File: src/rtl/axi4_wr_mem_slave.sv
// AXI4 write-channel slave driving a synchronous SRAM write port, one burst at a time.
// Optional: define AXI_WR_MEM_LANE_MASK_EN to restrict mem_be to the active narrow-transfer lanes.
module axi4_wr_mem_slave #(
   parameter int ID_W   = 1,
   parameter int ADDR_W = 32,
   parameter int DATA_W = 32,
   parameter int MEM_AW = 10
) (
   input  logic                ACLK,
   input  logic                ARESETn,
   input  logic [ID_W-1:0]     AWID,
   input  logic                AWVALID,
   output logic                AWREADY,
   input  logic [ADDR_W-1:0]   AWADDR,
   input  logic [7:0]          AWLEN,
   input  logic [2:0]          AWSIZE,
   input  logic [1:0]          AWBURST,
   input  logic                WVALID,
   output logic                WREADY,
   input  logic [DATA_W-1:0]   WDATA,
   input  logic [DATA_W/8-1:0] WSTRB,
   input  logic                WLAST,
   output logic [ID_W-1:0]     BID,
   output logic                BVALID,
   input  logic                BREADY,
   output logic [1:0]          BRESP,
   output logic                mem_we,
   output logic [MEM_AW-1:0]   mem_addr,
   output logic [DATA_W-1:0]   mem_wdata,
   output logic [DATA_W/8-1:0] mem_be
);
   localparam int STRB_W = DATA_W / 8;
   localparam int LB = $clog2(STRB_W);
   localparam logic [2:0] LB3 = 3'(LB);

   typedef enum logic [1:0] {S_IDLE, S_DATA, S_RESP} state_t;

   state_t              r_state;
   logic [ID_W-1:0]     r_id;
   logic [ADDR_W-1:0]   r_addr;
   logic [7:0]          r_len;
   logic [2:0]          r_size;
   logic [1:0]          r_burst;
   logic [7:0]          r_cnt;
   logic [1:0]          r_resp;
   logic                r_wsup;
   logic                r_awready;
   logic                r_wready;
   logic                r_bvalid;
   logic [ID_W-1:0]     r_bid;
   logic [1:0]          r_bresp;
   logic                r_mem_we;
   logic [MEM_AW-1:0]   r_mem_addr;
   logic [DATA_W-1:0]   r_mem_wdata;
   logic [STRB_W-1:0]   r_mem_be;

   logic                w_slverr;
   logic                w_decerr;
   logic [ADDR_W-1:0]   w_size_mask;
   logic [ADDR_W-1:0]   w_incr_addr;
   logic [ADDR_W-1:0]   w_wrap_mask;
   logic [ADDR_W-1:0]   w_addr_next;
   logic                w_last_beat;
   logic [1:0]          w_resp_fin;
   logic [STRB_W-1:0]   w_be;

   assign w_slverr = (AWBURST == 2'b11) || (AWSIZE > LB3) ||
                     ((AWBURST == 2'b10) && !((AWLEN == 8'd1) || (AWLEN == 8'd3) ||
                                              (AWLEN == 8'd7) || (AWLEN == 8'd15)));
   assign w_decerr = |(AWADDR >> (MEM_AW + LB));

   assign w_size_mask = (ADDR_W'(1) << r_size) - ADDR_W'(1);
   assign w_incr_addr = (r_addr & ~w_size_mask) + (ADDR_W'(1) << r_size);
   assign w_wrap_mask = ((ADDR_W'(r_len) + ADDR_W'(1)) << r_size) - ADDR_W'(1);

   always_comb begin
      w_addr_next = r_addr;
      case (r_burst)
         2'b01:   w_addr_next = w_incr_addr;
         2'b10:   w_addr_next = (r_addr & ~w_wrap_mask) | (w_incr_addr & w_wrap_mask);
         default: w_addr_next = r_addr;
      endcase
   end

   // Burst length comes from AWLEN; WLAST only flags a protocol error when it disagrees.
   assign w_last_beat = (r_cnt == r_len);
   assign w_resp_fin  = ((r_resp == 2'b00) && (WLAST != w_last_beat)) ? 2'b10 : r_resp;

`ifdef AXI_WR_MEM_LANE_MASK_EN
   localparam int SW1 = STRB_W + 1;
   logic [ADDR_W-1:0] w_lane_off;
   logic [STRB_W:0]   w_lane_ones;
   assign w_lane_off  = r_addr & ADDR_W'(STRB_W - 1) & ~w_size_mask;
   assign w_lane_ones = (SW1'(1) << (ADDR_W'(1) << r_size)) - SW1'(1);
   assign w_be        = WSTRB & (STRB_W'(w_lane_ones) << w_lane_off);
`else
   assign w_be = WSTRB;
`endif

   always_ff @(posedge ACLK) begin
      if (!ARESETn) begin
         r_state     <= S_IDLE;
         r_id        <= '0;
         r_addr      <= '0;
         r_len       <= '0;
         r_size      <= '0;
         r_burst     <= '0;
         r_cnt       <= '0;
         r_resp      <= 2'b00;
         r_wsup      <= 1'b0;
         r_awready   <= 1'b1;
         r_wready    <= 1'b0;
         r_bvalid    <= 1'b0;
         r_bid       <= '0;
         r_bresp     <= 2'b00;
         r_mem_we    <= 1'b0;
         r_mem_addr  <= '0;
         r_mem_wdata <= '0;
         r_mem_be    <= '0;
      end else begin
         r_mem_we <= 1'b0;
         case (r_state)
            S_IDLE: begin
               if (AWVALID && r_awready) begin
                  r_id      <= AWID;
                  r_addr    <= AWADDR;
                  r_len     <= AWLEN;
                  r_size    <= AWSIZE;
                  r_burst   <= AWBURST;
                  r_cnt     <= 8'd0;
                  r_resp    <= w_slverr ? 2'b10 : (w_decerr ? 2'b11 : 2'b00);
                  r_wsup    <= w_slverr || w_decerr;
                  r_awready <= 1'b0;
                  r_wready  <= 1'b1;
                  r_state   <= S_DATA;
               end
            end
            S_DATA: begin
               if (WVALID && r_wready) begin
                  r_mem_we    <= !r_wsup;
                  r_mem_addr  <= MEM_AW'(r_addr >> LB);
                  r_mem_wdata <= WDATA;
                  r_mem_be    <= w_be;
                  r_addr      <= w_addr_next;
                  r_cnt       <= r_cnt + 8'd1;
                  r_resp      <= w_resp_fin;
                  if (w_last_beat) begin
                     r_wready <= 1'b0;
                     r_bvalid <= 1'b1;
                     r_bid    <= r_id;
                     r_bresp  <= w_resp_fin;
                     r_state  <= S_RESP;
                  end
               end
            end
            S_RESP: begin
               if (BREADY) begin
                  r_bvalid  <= 1'b0;
                  r_awready <= 1'b1;
                  r_state   <= S_IDLE;
               end
            end
            default: r_state <= S_IDLE;
         endcase
      end
   end

   assign AWREADY   = r_awready;
   assign WREADY    = r_wready;
   assign BVALID    = r_bvalid;
   assign BID       = r_bid;
   assign BRESP     = r_bresp;
   assign mem_we    = r_mem_we;
   assign mem_addr  = r_mem_addr;
   assign mem_wdata = r_mem_wdata;
   assign mem_be    = r_mem_be;
endmodule

File: config.mk
export PLATFORM = sky130hd
export DESIGN_NAME = axi4_wr_mem_slave
export DESIGN_NICKNAME = d
export VERILOG_FILES = /design/src/rtl/axi4_wr_mem_slave.sv
export SDC_FILE = /design/constraint.sdc
export NUM_CORES = 1
export LEC_CHECK = 0
export CAP_MARGIN = 20
export CORE_MARGIN = 4
export CORE_UTILIZATION = 25
export DETAILED_ROUTE_END_ITERATION = 10
export SYNTH_ARGS = -nofsm -noshare
export SYNTH_HDL_FRONTEND = slang
export SYNTH_SLANG_ARGS = --single-unit
File: constraint.sdc
create_clock -name ACLK -period 4.58 [get_ports ACLK]
set_input_delay 1.374 -clock ACLK [delete_from_list [all_inputs] [get_ports ACLK]]
set_output_delay 1.374 -clock ACLK [all_outputs]
set_load 0.1 [all_outputs]
==> metrics <==
total track usage=13.5%; flops & latches, synth=92; Die ar.=24700 µm²; Worst Hold Slack=0.415 ns; TritonCTS clock tree=built; Final Util=34.0%; area of the multi-input gates=3410 µm²; final instance area=7450 µm²; Max clock buf depth=2; Crit Path Category=reg2reg; most used cell, CP=nor3_1; first-pass detailed-route iteration total=5; WP buf/inv=1; Clock power frac=37.5%; DP Cell Count=1092; CP Cell Sequence=nor3_1 -> inv_1 -> ha_1 -> a211o_1 -> o211ai_1 -> o22a_1 -> o31ai_1 -> a21o_1 -> nand3_1 -> xor2_1 -> a2111oi_0 -> nor3_1; PnR worst setup slack=1.02 ns; placeable core area=21900 µm²; Data required, critical path=4.80 ns; area delta synth->final=33.9%; sw frac=29.5%; Synth Warn #=0; routability cong.=0.838; DRT iter0 DRCs=438; Max IR drop VDD=0.156 mV; ANT nets after route=0; ys async rst share=0%; Net Sw Power=0.641 mW; DP Worst Slack=0.927 ns; power density cells=291 nW/µm²; TritonCTS Buffers=9; RSZ-0062 raised after global routing=no; number of diodes=0; vias per inst=4.94; peak fanout along the critical path=22; clock sinks=92; fin nets=917; final number of setup-violating endpoints=0; site row count=54; largest stage delay on the critical path=0.87 ns; Clock Latency Late Sink=0.34 ns; cells after synthesis=721; fin crit share=77.7%; die height=157 µm; Relative slew margins=29.0%; critical path launch point type=flop; final wirelength=16.7 mm; routed vias=5469; Max Cap Violations=0; clk slew on worst S/H paths=0.07 ns; WL/cell=15.1 µm; Die X=157 µm; Seq/Total Area, Yosys=33.1%; vias in the first global route=5292; crit path time final=3.56 ns; synth unique cells=78; IO Pins=141; Hold Buf Count CTS=0; Crit. End Element=flop; Starting Density=25.4%; hold crit path type=reg2reg; WL met3=1.48 mm; Worst Tran Pin Value=1.06 ns; drc violations=0; Mapped Area=5570 µm²; synthesized net count=815; post-synth top area cell=dfxtp_1; r2r setup slk=1.02 ns; CTS resizes=0; ratio of cells with drive above 1 in the final layout=5.07%; non-filler instance count after layout=1108; clock skew=0.00842 ns; status=completed; Largest delay share family, worst path=compound AO/OA/AOI/OAI gates; met2 WL post-DR=7.49 mm; largest net degree at the start of global routing=51; Tot Pwr=2.17 mW; WL met1=7.42 mm; internal power of the cells=1.53 mW; DR top layer=met5; fill cell total of the finished layout=2362; FF+latch area=1840 µm²; clock root buffer=clkbuf_16; slowest stage cell, crit path=dfxtp_1; EDFF count, synth=0; Seq pwr share=40.7%; combinational power share=21.8%; final hold vios=0; most instantiated library cell after synthesis=nand2_1; placed cell areas=7130 µm²; GRT overflow=0; fmax=0.281 GHz; H-tree levels=3; Main synth FF type=dfxtp_1; Sum Neg Setup Slack=0 ns; Post-synth top cells=nand2_1, dfxtp_1, a21boi_0, clkbuf_1, nor2_1; Yosys top cell area share=33.1%; synth top area cells=dfxtp_1, nand2_1, a21boi_0; Slew Limit Fails=0; Detailed Place HPWL=12.0 mm; Post-CTS Setup Bufs=0; syn avg cell area=7.72 µm²; initial antenna violation count=1; first-pass GRT wire length=27.1 mm; P_leak=2.52 nW; CP arrival=3.78 ns; I/O Buffers=140
==> final cells by class <==
| cell class | instances | area share, % |
|---|---|---|
| clock buffers | 12 | 3.31 |
| clock inverters | 4 | 0.974 |
| inverters | 15 | 0.756 |
| multi-input cells | 557 | 45.8 |
| flip-flops and latches | 92 | 24.7 |
| well taps | 280 | 4.70 |
| repair buffers | 148 | 19.7 |
==> worst reg2reg max path: stages (launching register included) <==
cell and delay (ns):
dfxtp_1 0.87, nor3_1 0.19, inv_1 0.12, ha_1 0.47, a211o_1 0.20, o211ai_1 0.09
o22a_1 0.25, o31ai_1 0.28, a21o_1 0.18, nand3_1 0.10, xor2_1 0.16, a2111oi_0 0.39
nor3_1 0.11
==> cells by family after synthesis <==
| group | Yosys count | share of synthesized area (%) |
|---|---|---|
| simple gates | 316 | 27.2 |
| compound gates | 188 | 24.7 |
| flops | 92 | 33.1 |
| buf+inv | 72 | 5.78 |
| xor+xnor | 35 | 5.51 |
| mux | 12 | 2.45 |
| fa+ha+maj | 6 | 1.35 |
==> power by group through the flow <==
stage	registers [mW]	clock network, mW	logic [mW]
finish	0.884	0.814	0.474
global route	0.889	0.865	0.521
CTS	0.882	0.836	0.476
detailed placement	0.901	0	0.473
global placement	0.900	0	0.473
floorplan	0.919	0	0.287
==> layer usage <==
metal / up-vias / global-route usage, %
li1: 2752 / -
met1: 2501 / 16.4
met2: 191 / 22.0
met3: 23 / 4.98
met4: 2 / 4.30
met5: - / 0
==> final timing paths <==
check | cells after the start | to | from
min | 1 | mem_we | r_wsup
max | 12 | flop | r_size[2]
max reg2reg | 12 | flop | r_size[2]
min reg2reg | 1 | mem_we | r_wsup
==> placed cells by master (no fill, tap or decap), types with 3 or more instances in the layout <==
master | Yosys | layout
a211o_1 | 3 | 3
xor2_1 | 12 | 12
xnor2_1 | 23 | 23
o31ai_1 | 4 | 4
o211a_1 | 5 | 5
a22oi_1 | 4 | 4
nor3_1 | 14 | 13
nor2_1 | 28 | 28
mux2_2 | 3 | 3
nand2b_1 | 11 | 11
or4_1 | 3 | 3
a31oi_1 | 4 | 4
clkdlybuf4s50_1 | 0 | 139
and3_1 | 5 | 4
a211oi_1 | 4 | 4
nand4_1 | 12 | 12
nand3_2 | 2 | 3
o22ai_1 | 3 | 3
ha_1 | 6 | 6
a21oi_1 | 21 | 21
and2_1 | 3 | 3
o21a_1 | 6 | 6
nand3_1 | 22 | 21
mux2i_1 | 8 | 8
o2111ai_1 | 4 | 4
nor4_1 | 7 | 7
nor3b_1 | 3 | 3
nor2b_1 | 14 | 14
nand3b_1 | 3 | 3
nand2_1 | 171 | 171
o21ai_0 | 21 | 21
a21boi_0 | 64 | 64
inv_1 | 15 | 15
clkbuf_16 | 0 | 9
a21o_1 | 4 | 4
dfxtp_1 | 92 | 92
nand4b_1 | 3 | 3
o211ai_1 | 13 | 13
buf_4 | 6 | 7
Note: power is estimated with default switching activity, not from simulation.
